<file path="src/rtl/rst_req_ctrl_if.sv">
// rst_req_ctrl_if: request/status bundle between reset-request sources and rst_req_ctrl.
// The slave side is the sequencer; the master side is whatever drives the requests.
interface rst_req_ctrl_if;
  logic       sw_core_req;
  logic       sw_sys_req;
  logic       dbg_core_req;
  logic       dbg_sys_req;
  logic       wdt_rst_req;
  logic       cause_clr;
  logic [1:0] cpu_pad_soft_rst;
  logic       rst_busy;
  logic [4:0] rst_cause;
  logic [7:0] rst_cnt;

  modport slave (
    input  sw_core_req, sw_sys_req, dbg_core_req, dbg_sys_req, wdt_rst_req, cause_clr,
    output cpu_pad_soft_rst, rst_busy, rst_cause, rst_cnt
  );

  modport master (
    output sw_core_req, sw_sys_req, dbg_core_req, dbg_sys_req, wdt_rst_req, cause_clr,
    input  cpu_pad_soft_rst, rst_busy, rst_cause, rst_cnt
  );
endinterface

</file>
<file path="src/rtl/rst_req_ctrl.sv">
// rst_req_ctrl: reset-request sequencer feeding cpu_pad_soft_rst into mcu_reset.
// Arbitrates core/system reset requests, holds the winner for HOLD_CYCLES, enforces
// a GAP_CYCLES cooldown and keeps a sticky cause register. Runs in the power-on
// domain so it survives the resets it requests.
// Optional feature macro: RST_REQ_CNT_EN (saturating count of system resets on rst_cnt).
module rst_req_ctrl #(
  parameter int HOLD_CYCLES = 16,
  parameter int GAP_CYCLES  = 4,
  parameter int CNT_W       = 8
) (
  input logic          sys_clk,
  input logic          mcu_rstn,
  rst_req_ctrl_if.slave bus
);

  typedef enum logic [1:0] {
    IDLE        = 2'd0,
    ASSERT_CORE = 2'd1,
    ASSERT_SYS  = 2'd2,
    COOLDOWN    = 2'd3
  } state_t;

  localparam logic [CNT_W-1:0] HOLD_LAST = CNT_W'(HOLD_CYCLES - 1);
  localparam logic [CNT_W-1:0] GAP_LAST  = CNT_W'(GAP_CYCLES - 1);

  state_t           state, state_nxt;
  logic [CNT_W-1:0] cnt, cnt_nxt;
  logic [4:0]       pend;
  logic [4:0]       req_live;
  logic [4:0]       arb_vec;
  logic [4:0]       cause_set;
  logic [4:0]       cause_q;
  logic             sys_any, core_any, live_sys;
  logic             enter_sys, enter_core;
  logic [1:0]       soft_rst_q, soft_rst_nxt;
  logic             busy_q, busy_nxt;

  // Bit order matches rst_cause: [0] sw_core, [1] dbg_core, [2] sw_sys, [3] dbg_sys, [4] wdt.
  // Only the system/core category of the winner is visible on the pads, so the
  // priority order inside a category reduces to "any system source beats any core source".
  assign req_live  = {bus.wdt_rst_req, bus.dbg_sys_req, bus.sw_sys_req,
                      bus.dbg_core_req, bus.sw_core_req};
  assign arb_vec   = req_live | pend;
  assign sys_any   = |arb_vec[4:2];
  assign core_any  = |arb_vec[1:0];
  assign live_sys  = |req_live[4:2];
  assign enter_sys  = (state_nxt == ASSERT_SYS) && (state != ASSERT_SYS);
  assign enter_core = (state_nxt == ASSERT_CORE) && (state != ASSERT_CORE);

  // State register plus registered pad/busy outputs computed from the next state.
  always_ff @(posedge sys_clk or negedge mcu_rstn) begin
    if (!mcu_rstn) begin
      state      <= IDLE;
      cnt        <= '0;
      soft_rst_q <= 2'b00;
      busy_q     <= 1'b0;
    end else begin
      state      <= state_nxt;
      cnt        <= cnt_nxt;
      soft_rst_q <= soft_rst_nxt;
      busy_q     <= busy_nxt;
    end
  end

  // Next-state and hold/gap counter: a core hold escalates to system on any live system request.
  always_comb begin
    state_nxt = state;
    cnt_nxt   = cnt;
    case (state)
      IDLE: begin
        cnt_nxt = '0;
        if (sys_any) begin
          state_nxt = ASSERT_SYS;
        end else if (core_any) begin
          state_nxt = ASSERT_CORE;
        end
      end
      ASSERT_CORE: begin
        if (live_sys) begin
          state_nxt = ASSERT_SYS;
          cnt_nxt   = '0;
        end else if (cnt == HOLD_LAST) begin
          state_nxt = COOLDOWN;
          cnt_nxt   = '0;
        end else begin
          cnt_nxt = cnt + CNT_W'(1);
        end
      end
      ASSERT_SYS: begin
        if (cnt == HOLD_LAST) begin
          state_nxt = COOLDOWN;
          cnt_nxt   = '0;
        end else begin
          cnt_nxt = cnt + CNT_W'(1);
        end
      end
      COOLDOWN: begin
        if (cnt == GAP_LAST) begin
          state_nxt = IDLE;
          cnt_nxt   = '0;
        end else begin
          cnt_nxt = cnt + CNT_W'(1);
        end
      end
      default: begin
        state_nxt = IDLE;
        cnt_nxt   = '0;
      end
    endcase
  end

  // Output decode of the next state so the pads are a clean flop output.
  always_comb begin
    soft_rst_nxt = 2'b00;
    busy_nxt     = (state_nxt != IDLE);
    case (state_nxt)
      ASSERT_CORE: soft_rst_nxt = 2'b01;
      ASSERT_SYS:  soft_rst_nxt = 2'b10;
      default:     soft_rst_nxt = 2'b00;
    endcase
  end

  // Pending latch: only cooldown requests need remembering; grants clear what they service.
  always_ff @(posedge sys_clk or negedge mcu_rstn) begin
    if (!mcu_rstn) begin
      pend <= '0;
    end else if (enter_sys) begin
      pend <= '0;
    end else if (enter_core) begin
      pend <= pend & 5'b11100;
    end else if (state == COOLDOWN) begin
      pend <= pend | req_live;
    end
  end

  // Cause bits: everything seen at an IDLE grant, plus anything absorbed while asserting.
  always_comb begin
    cause_set = '0;
    case (state)
      IDLE:                    cause_set = arb_vec;
      ASSERT_CORE, ASSERT_SYS: cause_set = req_live;
      default:                 cause_set = '0;
    endcase
  end

  // Sticky cause register; a same-cycle set survives cause_clr for that bit.
  always_ff @(posedge sys_clk or negedge mcu_rstn) begin
    if (!mcu_rstn) begin
      cause_q <= '0;
    end else begin
      cause_q <= (bus.cause_clr ? 5'b00000 : cause_q) | cause_set;
    end
  end

  assign bus.cpu_pad_soft_rst = soft_rst_q;
  assign bus.rst_busy         = busy_q;
  assign bus.rst_cause        = cause_q;

`ifdef RST_REQ_CNT_EN
  logic [7:0] sys_cnt_q;

  // Saturating count of system-reset grants, cleared only by the power-on reset.
  always_ff @(posedge sys_clk or negedge mcu_rstn) begin
    if (!mcu_rstn) begin
      sys_cnt_q <= 8'h00;
    end else if (enter_sys && (sys_cnt_q != 8'hFF)) begin
      sys_cnt_q <= sys_cnt_q + 8'h01;
    end
  end

  assign bus.rst_cnt = sys_cnt_q;
`else
  assign bus.rst_cnt = 8'h00;
`endif

endmodule

</file>
<file path="src/flat_wrapper.sv">
// flat-port wrapper written by rule: the top's interface ports become plain ports
module rst_req_ctrl_flat 
#(
  parameter int HOLD_CYCLES = 16,
  parameter int GAP_CYCLES  = 4,
  parameter int CNT_W       = 8
)
  (sys_clk, mcu_rstn, bus_sw_core_req, bus_sw_sys_req, bus_dbg_core_req, bus_dbg_sys_req, bus_wdt_rst_req, bus_cause_clr, bus_cpu_pad_soft_rst, bus_rst_busy, bus_rst_cause, bus_rst_cnt);
  rst_req_ctrl_if bus_i ();
  input logic sys_clk;
  input logic mcu_rstn;
  input wire logic [$bits(bus_i.sw_core_req)-1:0] bus_sw_core_req;
  input wire logic [$bits(bus_i.sw_sys_req)-1:0] bus_sw_sys_req;
  input wire logic [$bits(bus_i.dbg_core_req)-1:0] bus_dbg_core_req;
  input wire logic [$bits(bus_i.dbg_sys_req)-1:0] bus_dbg_sys_req;
  input wire logic [$bits(bus_i.wdt_rst_req)-1:0] bus_wdt_rst_req;
  input wire logic [$bits(bus_i.cause_clr)-1:0] bus_cause_clr;
  output wire logic [$bits(bus_i.cpu_pad_soft_rst)-1:0] bus_cpu_pad_soft_rst;
  output wire logic [$bits(bus_i.rst_busy)-1:0] bus_rst_busy;
  output wire logic [$bits(bus_i.rst_cause)-1:0] bus_rst_cause;
  output wire logic [$bits(bus_i.rst_cnt)-1:0] bus_rst_cnt;
  assign bus_i.sw_core_req = bus_sw_core_req;
  assign bus_i.sw_sys_req = bus_sw_sys_req;
  assign bus_i.dbg_core_req = bus_dbg_core_req;
  assign bus_i.dbg_sys_req = bus_dbg_sys_req;
  assign bus_i.wdt_rst_req = bus_wdt_rst_req;
  assign bus_i.cause_clr = bus_cause_clr;
  assign bus_cpu_pad_soft_rst = bus_i.cpu_pad_soft_rst;
  assign bus_rst_busy = bus_i.rst_busy;
  assign bus_rst_cause = bus_i.rst_cause;
  assign bus_rst_cnt = bus_i.rst_cnt;
  rst_req_ctrl #(.HOLD_CYCLES(HOLD_CYCLES), .GAP_CYCLES(GAP_CYCLES), .CNT_W(CNT_W)) u_core (.sys_clk(sys_clk), .mcu_rstn(mcu_rstn), .bus(bus_i));
endmodule
</file>
<file path="config.mk">
export PLATFORM = sky130hd
export DESIGN_NAME = rst_req_ctrl_flat
export DESIGN_NICKNAME = d
export VERILOG_FILES = /design/src/rtl/rst_req_ctrl_if.sv /design/src/rtl/rst_req_ctrl.sv /design/src/flat_wrapper.sv
export SDC_FILE = /design/constraint.sdc
export NUM_CORES = 1
export LEC_CHECK = 0
export ABC_CLOCK_PERIOD_IN_PS = 2660
export CORE_MARGIN = 2
export CORE_UTILIZATION = 50
export DETAILED_ROUTE_END_ITERATION = 12
export GPL_TIMING_DRIVEN = 0
export HOLD_SLACK_MARGIN = 0.02
export PLACE_DENSITY = 0.82
export SYNTH_ARGS = -nofsm -noshare
export SYNTH_HDL_FRONTEND = slang
export SYNTH_SLANG_ARGS = --single-unit
</file>
<file path="constraint.sdc">
create_clock -name sys_clk -period 2.66 [get_ports sys_clk]
set_input_delay 0.399 -clock sys_clk [delete_from_list [all_inputs] [get_ports sys_clk]]
set_output_delay 0.399 -clock sys_clk [all_outputs]
set_load 0.02 [all_outputs]
</file>
==> results.md <==
- Status: complete, no violations
- GRT busiest layer: met2
- Final HPWL DP: around 1700 µm
- CP endpoint: u_core.pend[0]
- Ys Warns: 0
- Clock transition at the registers of the reported paths: ~0.13 ns
- CP required: 2.85 ns
- Clk_lat worst skew: roughly 0.32 ns
- Slew HR: 0.326
- GPL Wtd Cong: approximately 0.93
- Largest net degree at the start of global routing: 24
- Synthesized area per cell: ~10 µm²
- Fin area: between 1500 and 2000 µm²
- Hold buffer count at cts: 0
- Worst-Margin Slew: 1.01 ns
- Die Y: 53.8 µm
- Setup_tns: 0 ns
- Final Hold Vio Count: 0
- Detailed Route Iter0 Violations: 17
- Maximum vdd ir drop: 0.468 mV
- Most used DFF post-synth: dfrtp_1
- PortBufs: 15
- Tmin final: around 2.5 ns
- FF-to-FF path depth: 9
- Synth Cell Area: 1240 µm²
- Dpl cells: 176
- Top-area cell type share of the netlist area: 0.465
- R2R setup slack: roughly 0.11 ns
- CTS sink cnt: 23
- I/O pin cnt: 24
- Initial antenna violation count: 0
- Die X: roughly 54 µm
- P_leak: about 0.73 nW
- Area Growth Syn to Fin: 22.2%
- R2r startpoint: u_core.state[1]
- Post-Place Cell Area: between 1000 and 1500 µm²
- Max-slew violations: 0
- Post-synthesis async set-or-reset flop share: 1.00
- Synth cell types: 36
- Hold WC Path Type: reg -> reg
- Fmax: 393 MHz
- Worst Path Class, Setup: reg -> reg
- CTS H-tree depth: 1
- Met1 capacity usage during global routing: 0.222
- Worst stage delay on the critical path: ~0.65 ns
- ANT cells: 0
- Vias after detailed routing: 1002
- Area leader, netlist: dfrtp_1
- Core area: about 2400 µm²
- Initial Util: 0.514
- Critical path cell sequence: inv_1 > ha_2 > or4b_2 > nor2_2 > o21ai_0 > o211ai_2 > buf_4 > and2_1 > a211oi_1
- Largest cells by area after synthesis: dfrtp_1, ha_1, buf_4, nor2_1, inv_1
- Root buffer cell: clkbuf_4
- CP Max Fanout: 8
- Post-route core utilization: 0.628
- R2R Path End: u_core.pend[0]
- Setup violators final: 0
- Sequential share of the synthesized area: 0.465
- Vias/cell: 5.45
- Number of flops mapped to enable cells by yosys: 0
- Yosys reg bits: 23
- Pre-antenna DRT Iters: 4
- Final std cells w/o fill: between 150 and 200
- DRC: 0
- Startpoint types: flip-flop
- RSZ-0062 raised after global routing: no
- Power Dens Cells: 860 nW/µm²
- Tot GR Track Use: 0.189
- WL per Instance: 12.7 µm
- Met2 usage: 0.325
- Clk_skew: approximately 0.016 ns
- Mapped Cells: 124
- Final net count: between 150 and 200
- TritonCTS clock tree: built
- CTS Buf Count: 3
- Max-cap violations: 0
- Tcrit/Tclk final: 0.957
- Data arrival time of the worst path: approximately 2.7 ns
- WL final: ~2300 µm
- First-pass GRT wire length: ~3900 µm
- Clock buffer depth: 2
- Vias in the first global route: approximately 930
- Die area: approximately 2900 µm²
- Met3 usage: 0.0333
- Post-detailed-route count of antenna-violating nets: 0
- Critical path's slowest cell: or4b_2
- Total grt overflow: 0
- FP Rows: 18
- CP startpoint: u_core.state[1]
- Crit end category: flip-flop
- Share of cells above drive strength 1: 0.182
==> metal layers <==
layer  wire length [µm]  up-vias
li1                   -      478
met1                991      480
met2               1160       35
met3                114        9
met4                 72        0
met5                  0        -
==> layout by cell type (no fill, tap or decap), types with 2 or more instances in the layout <==
| master | n |
|---|---|
| clkbuf_4 | 3 |
| dfrtp_1 | 23 |
| clkbuf_1 | 2 |
| nand2b_1 | 3 |
| nand3_1 | 3 |
| a22oi_1 | 3 |
| o22ai_1 | 5 |
| o311a_1 | 3 |
| xor2_1 | 4 |
| or2_2 | 5 |
| nand2_1 | 6 |
| a21oi_1 | 5 |
| nor2_1 | 12 |
| inv_1 | 10 |
| ha_1 | 4 |
| conb_1 | 8 |
| a211oi_1 | 3 |
| clkdlybuf4s50_1 | 15 |
| buf_4 | 12 |
| and3_1 | 3 |
| nor3_1 | 3 |
==> worst min path at each step <==
stage | startpoint | end | slack (ns) | depth (start not counted)
detailed placement | u_core.cnt[0] | u_core.cnt[0] | 0.47 | 1
global placement | u_core.cnt[0] | u_core.cnt[0] | 0.47 | 1
global route | u_core.cnt[0] | u_core.cnt[0] | 0.52 | 1
floorplan | mcu_rstn | u_core.bus.cpu_pad_soft_rst[0] | 0.10 | 0
finish | u_core.cnt[0] | u_core.cnt[0] | 0.49 | 1
CTS | u_core.cnt[0] | u_core.cnt[0] | 0.49 | 1
==> synthesized netlist by cell type, drive strengths merged (2+ instances only) <==
master	n
a211oi	3
a21oi	5
a22oi	3
and3	3
buf	8
dfrtp	23
ha	5
inv	10
nand2	6
nand2b	3
nand3	3
nor2	13
nor3	3
nor3b	2
o211ai	2
o22ai	5
o311a	3
or2	5
or4b	2
xor2	4
==> through the flow <==
stage	worst slack [ns]	hold slack (ns)	total power [W]
floorplan	0.256	0.103	0.000911
global placement	0.0253	0.466	0.00108
detailed placement	-0.0314	0.468	0.00110
CTS	0.0791	0.489	0.00129
global route	0.0129	0.524	0.00140
finish	0.115	0.487	0.00130
==> cells by family after synthesis <==
logic type	count (synthesis)	synth area share
xor+xnor	5	0.0354
simple gates	45	0.202
compound gates	26	0.163
buf+inv	19	0.0818
other cells	1	0.00303
flops	23	0.465
fa+ha+maj	5	0.0505
==> flip-flops by register name, summed over array words and instances, names as in the netlist <==
name,count
u_core.bus.cpu_pad_soft_rst,2
u_core.bus.rst_busy,1
u_core.pend,5
u_core.bus.rst_cause,5
u_core.state,2
u_core.cnt,8
==> cell type report <==
class / instances / area [µm²]
multi-input combinational: 89 / 593
fill: 210 / 896
timing repair buffer: 19 / 180
sequential: 23 / 576
inverter: 10 / 37.5
tap: 30 / 37.5
clock buffer: 4 / 26.3
buffer: 9 / 63.8
==> worst max-delay path, delay by kind of cell, from the launching register on <==
family | cells | cell delay (ns)
buf+inv | 2 | 0.32
compound gates | 3 | 0.42
fa+ha+maj | 1 | 0.27
flops | 1 | 0.46
simple gates | 3 | 0.98
==> power breakdown <==
group	switching [W]	internal, W	leakage [nW]
Sequential	0.0000712	0.000452	0.290
Clock	0.000102	0.0000586	0.0150
Combinational	0.000326	0.000293	0.423
Total	0.000500	0.000803	0.728
==> repair_timing <==
action,CTS,global route
hold endpoints to repair,0,0
buffers inserted,3,1
gates resized for setup,1,1
pin swaps,2,1
endpoints found under the setup margin,5,5
Power figures use the tool's default switching activity.
